## src/rtl/sdc_img_responder.sv

```systemverilog
// SD-card block responder: serves 512-byte block reads/writes for two drives
// from disk images held in a byte-wide backing store.
module sdc_img_responder #(
  parameter int MEM_AW = 27
) (
  input  logic              CLK,
  input  logic              RESET_N,
  input  logic [31:0]       sd_lba [2],
  input  logic [1:0]        sd_rd,
  input  logic [1:0]        sd_wr,
  output logic [1:0]        sd_ack,
  output logic [8:0]        sd_buff_addr,
  output logic [7:0]        sd_buff_dout,
  output logic              sd_buff_wr,
  input  logic [7:0]        sd_buff_din [2],
  input  logic [MEM_AW-1:0] img_base [2],
  input  logic [23:0]       img_blocks [2],
  output logic [MEM_AW-1:0] mem_addr,
  output logic              mem_rd,
  output logic              mem_wr,
  output logic [7:0]        mem_wdata,
  input  logic [7:0]        mem_rdata,
  input  logic              mem_ready,
  output logic              xfer_err
);

  typedef enum logic [2:0] {
    IDLE, ACK, RFETCH, RPUT, WADDR, WWAIT, WSTORE, DONE
  } state_t;

  state_t      state;
  logic        drv;
  logic [31:0] lba;
  logic        is_wr;
  logic        oor;
  logic        armed;
  logic [8:0]  idx;
  logic [8:0]  idx_next;

  logic        req_any;
  logic        req_drv;
  logic        req_wr;
  logic        req_oor;

  logic [MEM_AW-1:0] blk_base;
  logic [MEM_AW-1:0] addr_cur;
  logic [MEM_AW-1:0] addr_next;

  // Fixed request priority: rd0, rd1, wr0, wr1.
  always_comb begin
    req_any = 1'b1;
    req_drv = 1'b0;
    req_wr  = 1'b0;
    if (sd_rd[0]) begin
      req_drv = 1'b0;
    end else if (sd_rd[1]) begin
      req_drv = 1'b1;
    end else if (sd_wr[0]) begin
      req_wr = 1'b1;
    end else if (sd_wr[1]) begin
      req_drv = 1'b1;
      req_wr  = 1'b1;
    end else begin
      req_any = 1'b0;
    end
  end

  // Unmounted drives have zero blocks, so they always land out of range.
  assign req_oor = (sd_lba[req_drv][31:24] != 8'd0) ||
                   (sd_lba[req_drv][23:0] >= img_blocks[req_drv]);

  assign idx_next  = idx + 9'd1;
  assign blk_base  = img_base[drv] + MEM_AW'({lba, 9'd0});
  assign addr_cur  = blk_base + MEM_AW'(idx);
  assign addr_next = blk_base + MEM_AW'(idx_next);

  // armed keeps IDLE from accepting on the first edge after reset release.
  always_ff @(posedge CLK or negedge RESET_N) begin
    if (!RESET_N) begin
      state        <= IDLE;
      armed        <= 1'b0;
      drv          <= 1'b0;
      lba          <= '0;
      is_wr        <= 1'b0;
      oor          <= 1'b0;
      idx          <= '0;
      sd_ack       <= '0;
      sd_buff_addr <= '0;
      sd_buff_dout <= '0;
      sd_buff_wr   <= 1'b0;
      mem_addr     <= '0;
      mem_rd       <= 1'b0;
      mem_wr       <= 1'b0;
      mem_wdata    <= '0;
      xfer_err     <= 1'b0;
    end else begin
      armed <= 1'b1;
      case (state)
        IDLE: begin
          if (armed && req_any) begin
            drv   <= req_drv;
            lba   <= sd_lba[req_drv];
            is_wr <= req_wr;
            oor   <= req_oor;
            state <= ACK;
          end
        end
        ACK: begin
          sd_ack <= drv ? 2'b10 : 2'b01;
          idx    <= '0;
          if (is_wr) begin
            sd_buff_addr <= '0;
            state        <= WADDR;
          end else begin
            mem_rd <= !oor;
            if (!oor) mem_addr <= blk_base;
            state  <= RFETCH;
          end
        end
        RFETCH: begin
          if (oor || mem_ready) begin
            mem_rd       <= 1'b0;
            sd_buff_addr <= idx;
            sd_buff_dout <= oor ? 8'h00 : mem_rdata;
            sd_buff_wr   <= 1'b1;
            state        <= RPUT;
          end
        end
        RPUT: begin
          sd_buff_wr <= 1'b0;
          if (idx == 9'd511) begin
            sd_ack   <= '0;
            xfer_err <= oor;
            state    <= DONE;
          end else begin
            idx    <= idx_next;
            mem_rd <= !oor;
            if (!oor) mem_addr <= addr_next;
            state  <= RFETCH;
          end
        end
        WADDR: begin
          state <= WWAIT;
        end
        // Initiator buffer data for sd_buff_addr is valid one cycle after WADDR.
        WWAIT: begin
          mem_wdata <= sd_buff_din[drv];
          mem_wr    <= !oor;
          if (!oor) mem_addr <= addr_cur;
          state     <= WSTORE;
        end
        WSTORE: begin
          if (oor || mem_ready) begin
            mem_wr <= 1'b0;
            if (idx == 9'd511) begin
              sd_ack   <= '0;
              xfer_err <= oor;
              state    <= DONE;
            end else begin
              idx          <= idx_next;
              sd_buff_addr <= idx_next;
              state        <= WADDR;
            end
          end
        end
        DONE: begin
          xfer_err <= 1'b0;
          state    <= IDLE;
        end
        default: state <= IDLE;
      endcase
    end
  end

endmodule

```

## config.mk

```make
export PLATFORM = sky130hd
export DESIGN_NAME = sdc_img_responder
export DESIGN_NICKNAME = d
export VERILOG_FILES = /design/src/rtl/sdc_img_responder.sv
export SDC_FILE = /design/constraint.sdc
export NUM_CORES = 1
export LEC_CHECK = 0
export CELL_PAD_IN_SITES_DETAIL_PLACEMENT = 2
export CELL_PAD_IN_SITES_GLOBAL_PLACEMENT = 2
export CORE_UTILIZATION = 27
export CTS_BUF_LIST = sky130_fd_sc_hd__clkbuf_4 sky130_fd_sc_hd__clkbuf_8
export DETAILED_ROUTE_END_ITERATION = 16
export PLACE_DENSITY = 0.95
export SETUP_SLACK_MARGIN = 0.02
export SKIP_LAST_GASP = 1
export SYNTH_ARGS = -nofsm -noshare
export SYNTH_HDL_FRONTEND = slang
export SYNTH_SLANG_ARGS = --single-unit
export TNS_END_PERCENT = 30
```

## constraint.sdc

```tcl
create_clock -name CLK -period 4.66 [get_ports CLK]
set_input_delay 0.932 -clock CLK [delete_from_list [all_inputs] [get_ports CLK]]
set_output_delay 0.932 -clock CLK [all_outputs]
set_load 0.005 [all_outputs]
```

==> results of run 1 <==
-- stage by stage --
step	cell area [sq um]	hold slack [ns]	setup WS, ns	cells
after floorplan	7163	0.4563	0.7336	786
after global placement	10120	0.4502	0.4192	1356
after detailed placement	10120	0.4589	0.2518	1356
after CTS	10330	0.4810	0.4518	1372
after global routing	10330	0.5104	0.1252	1372
final	10330	0.4794	0.3884	1372
-- worst max-delay path, stage by stage (launching register included) --
cell and delay [ns]:
dfrtp_1 0.49, ha_1 0.31, and3_1 0.32, and3_1 0.29, and3_1 0.20, ha_1 0.26, mux2_2 0.29, ha_1 0.36
a21oi_1 0.09, nor3b_1 0.29, a21oi_1 0.08, buf_4 0.17, nor4_4 0.33, and4_1 0.40, nand4_1 0.13, a31oi_1 0.18
-- state kept, by name (all words and copies together), names as in the netlist --
| register | count |
|---|---|
| armed | 1 |
| drv | 1 |
| idx | 9 |
| is_wr | 1 |
| lba | 18 |
| mem_addr | 27 |
| mem_rd | 1 |
| mem_wdata | 8 |
| mem_wr | 1 |
| oor | 1 |
| sd_ack | 2 |
| sd_buff_addr | 9 |
| sd_buff_dout | 8 |
| sd_buff_wr | 1 |
| state | 3 |
| xfer_err | 1 |
-- cell usage in the layout (no fill, tap or decap), drive strengths merged, types with 3 or more instances in the layout --
cell type	n
o21ai	73
buf	17
a2111oi	3
nand3	12
inv	14
clkdlybuf4s50	253
mux2	71
a31oi	9
o22ai	4
o41ai	3
nor4	6
clkinv	3
nand3b	10
a31o	3
clkbuf	11
mux2i	38
a211oi	5
o31ai	10
xor2	22
nor3	12
o21a	6
nand2	104
xnor2	22
nand4	9
nor2b	8
nor2	45
and4	3
a21o	12
ha	52
or3	6
dfrtp	92
and3	11
nand2b	11
o211ai	4
a21oi	46
-- cells by family after synthesis --
| group | share of synthesized area [%] |
|---|---|
| AND/OR/NAND/NOR | 16.59 |
| AO/OA/AOI/OAI | 16.89 |
| multiplexers | 16.47 |
| flip-flops | 32.14 |
| adder cells (fa/ha/maj) | 9.642 |
| buffers and inverters | 2.725 |
| XOR/XNOR | 5.485 |
| other | 0.05235 |
-- cell usage after synthesis (3+ instances only) --
library cell  count  area [sq um]
mux2_2           71         799.5
clkbuf_1         28         105.1
dfrtp_1          92          2302
a21o_1           11         82.58
xnor2_1          22         192.7
a211oi_1          4         30.03
o22ai_1           3         18.77
nor3_1           10         50.05
nor4_1            4         25.02
nor2b_1           8         50.05
inv_1            13         48.80
nand4_1           9         56.30
a31oi_1           9         56.30
o211ai_1          4         30.03
o21a_1            6         45.04
nand2_1         103         386.6
xor2_1           21         183.9
nor2_1           45         168.9
nand3b_1         10         75.07
and4_1            3         26.28
nand3_1          11         55.05
and3_1           11         68.82
o21ai_0          72         360.4
nand2b_1         11         68.82
ha_1             52         650.6
or3_1             6         37.54
o31ai_1           9         67.56
buf_1             5         18.77
a21oi_1          45         225.2
o41ai_1           3         26.28
mux2i_1          38         380.4
-- cell type report --
cell class              instances  area, sq um  share of cell area [%]
multi-input cells             644         4673                   45.22
repair buffers                270         2673                   25.86
flip-flops and latches         92         2303                   22.29
well taps                     335        419.2                   4.056
clock buffers                  11        151.4                   1.465
clock inverters                 5        58.81                  0.5690
inverters                      15        56.30                  0.5448
-- routing by layer --
layer | up-vias | track usage, %
li1 | 3344 | -
met1 | 3466 | 24.72
met2 | 180 | 39.06
met3 | 23 | 3.164
met4 | 0 | 5.379
met5 | - | 0
-- worst max path at each step --
| stage | startpoint | to | slack [ns] |
|---|---|---|---|
| final | idx[0] | mem_addr[26] | 0.39 |
| after global routing | idx[0] | mem_addr[26] | 0.13 |
| after CTS | idx[0] | mem_addr[26] | 0.45 |
| after detailed placement | img_base[9] | mem_addr[25] | 0.25 |
| after global placement | img_base[9] | mem_addr[25] | 0.42 |
| after floorplan | sd_wr[0] | oor | 0.73 |
-- power by group through the flow --
stage / clock [mW] / sequential, mW / combinational, mW
3_3_place_gp: 0 / 1.35 / 3.48
3_5_place_dp: 0 / 1.38 / 3.70
4_1_cts: 0.619 / 1.37 / 3.72
2_1_floorplan: 0 / 1.29 / 2.28
5_1_grt: 0.645 / 1.40 / 4.06
6_report: 0.590 / 1.36 / 3.67
==> run_summary.xml, run 1 <==
<?xml version="1.0" encoding="UTF-8"?>
<metrics>
  <group name="status">
    <metric name="run_status" unit="">complete, no violations</metric>
  </group>
  <group name="yosys">
    <metric name="synth.avg_cell_area" unit="sq um">9.113</metric>
    <metric name="ys_warn_count" unit="">0</metric>
    <metric name="synthCells" unit="">786</metric>
    <metric name="postSynthRegisterBits" unit="">92</metric>
    <metric name="synth_edf_count" unit="">0</metric>
    <metric name="ys_dominant_reg_cell" unit="">dfrtp_1</metric>
    <metric name="ys_async_sr_fraction" unit="%">100.0</metric>
    <metric name="syn_area" unit="sq um">7163</metric>
    <metric name="synth.distinct_cells" unit="">67</metric>
    <metric name="syn_nets" unit="">1037</metric>
    <metric name="ys_seq_area_share" unit="%">32.14</metric>
  </group>
  <group name="route">
    <metric name="met2_length" unit="mm">14.66</metric>
    <metric name="drt_pass1_iterations" unit="">4</metric>
    <metric name="detailedRoute.firstIterationViolations" unit="">210</metric>
    <metric name="route.vias.total" unit="">7013</metric>
    <metric name="detail_route.vias_per_cell" unit="">5.112</metric>
    <metric name="route.final.wire_length" unit="mm">27.64</metric>
    <metric name="wl_met3" unit="mm">1.034</metric>
    <metric name="post_drt_wl_per_cell" unit="um">20.15</metric>
    <metric name="routed_length_on_met1" unit="mm">11.47</metric>
    <metric name="final_antenna_net_count" unit="">0</metric>
    <metric name="route.detailed.drc" unit="">0</metric>
    <metric name="top_layer_used" unit="">met4</metric>
  </group>
  <group name="floorplanning">
    <metric name="die_height" unit="um">164.9</metric>
    <metric name="initial_core_util" unit="%">27.49</metric>
    <metric name="number_of_top_level_pins" unit="">255</metric>
    <metric name="core_area" unit="sq um">26060</metric>
    <metric name="floorplan.die.width" unit="um">164.9</metric>
    <metric name="std_cell_rows" unit="">59</metric>
    <metric name="fp.dieArea" unit="sq um">27190</metric>
  </group>
  <group name="critical_path">
    <metric name="critical_path_class" unit="">register to register</metric>
    <metric name="rr_worst_depth" unit="">15</metric>
    <metric name="r2r_setup_slack" unit="ns">0.39</metric>
    <metric name="worst-endpoint-arrival" unit="ns">4.57</metric>
    <metric name="rr_startpoint" unit="">idx[0]</metric>
    <metric name="timing.critical_path.fanout_max" unit="">6</metric>
    <metric name="end_kind" unit="">register</metric>
    <metric name="cp.required" unit="ns">4.96</metric>
    <metric name="crit-reg2reg-capture" unit="">mem_addr[26]</metric>
    <metric name="worst_setup_start_kind" unit="">register</metric>
  </group>
  <group name="timing">
    <metric name="post-route-period-util" unit="%">91.67</metric>
    <metric name="final.setup.tns" unit="ns">0</metric>
    <metric name="transition_at_the_pin_with_the_smallest_max_transition_slack" unit="ns">1.053</metric>
    <metric name="max_freq" unit="MHz">234.1</metric>
    <metric name="fin_crit" unit="ns">4.272</metric>
    <metric name="rsz0062_at_grt" unit="">false</metric>
    <metric name="max-slew-margin-rel" unit="%">29.80</metric>
    <metric name="finalSetupViolCount" unit="">0</metric>
    <metric name="final_hold_viol_count" unit="">0</metric>
    <metric name="timing.final.max_slew_violations" unit="">0</metric>
    <metric name="final.setup_skew" unit="ns">0.01028</metric>
  </group>
  <group name="final_layout">
    <metric name="num-nets-final" unit="">1283</metric>
    <metric name="final_util" unit="%">39.66</metric>
    <metric name="drive_above_1_share" unit="%">11.86</metric>
    <metric name="antenna_cells_inserted" unit="">0</metric>
    <metric name="areaGrowthSynthToFinish" unit="%">44.28</metric>
    <metric name="final.fill_count" unit="">2839</metric>
  </group>
  <group name="flow_run">
    <metric name="cap_viol_max_count" unit="">0</metric>
  </group>
  <group name="grt">
    <metric name="antenna_violations_before_repair" unit="">0</metric>
    <metric name="largest_net_degree_at_the_start_of_global_routing" unit="">47</metric>
    <metric name="gr-usage-all-layers" unit="%">20.94</metric>
    <metric name="grt_pass1_vias" unit="">7987</metric>
    <metric name="globalRoute.totalOverflow" unit="">0</metric>
    <metric name="wire_length_of_the_first_global_routing_pass" unit="mm">43.75</metric>
  </group>
  <group name="hold_path">
    <metric name="whs_endpoint" unit="">sd_buff_dout[1]</metric>
    <metric name="worst_hold_startpoint" unit="">sd_buff_dout[1]</metric>
    <metric name="hold_path_class" unit="">register to register</metric>
    <metric name="worst_hold_path.num_cells" unit="">2</metric>
  </group>
  <group name="clock_network">
    <metric name="cts-root-buf" unit="">clkbuf_8</metric>
    <metric name="cts_hold_repair.buffers" unit="">0</metric>
    <metric name="count_of_h_tree_levels_built_during_cts" unit="">3</metric>
    <metric name="tritoncts" unit="">built</metric>
    <metric name="cts_made_buffers" unit="">9</metric>
    <metric name="clkTransAtPathRegs" unit="ns">0.10</metric>
    <metric name="clk_path_buf_depth" unit="">2</metric>
    <metric name="post_cts_resize_count" unit="">0</metric>
    <metric name="clock_sink_total" unit="">92</metric>
    <metric name="worst_skew_late_latency" unit="ns">0.37</metric>
    <metric name="cts_setup_buffers" unit="">0</metric>
  </group>
  <group name="placement">
    <metric name="place.gp.congestion" unit="">0.8694</metric>
    <metric name="place.detailed.hpwl" unit="mm">23.03</metric>
    <metric name="numPortBuffers" unit="">254</metric>
  </group>
  <group name="pwr">
    <metric name="irDropWorstVdd" unit="uV">206.6</metric>
    <metric name="total_power" unit="mW">5.622</metric>
    <metric name="p_sw_share" unit="%">46.37</metric>
    <metric name="power_frac_seq" unit="%">24.1</metric>
    <metric name="power_density" unit="nW/um^2">544.0</metric>
    <metric name="pwr-share-comb" unit="%">65.4</metric>
    <metric name="power.static_leakage" unit="nW">4.261</metric>
    <metric name="clkPwrFrac" unit="%">10.5</metric>
    <metric name="p_int" unit="mW">3.015</metric>
    <metric name="p_sw" unit="mW">2.607</metric>
  </group>
</metrics>
(Power assumes the default switching activity.)
==> inputs of run 2 (changes only) <==
- CTS_CLUSTER_SIZE: unset -> 30
==> results of run 2 <==
No change in the layout: final DEF, timing and power equal those of run 1.
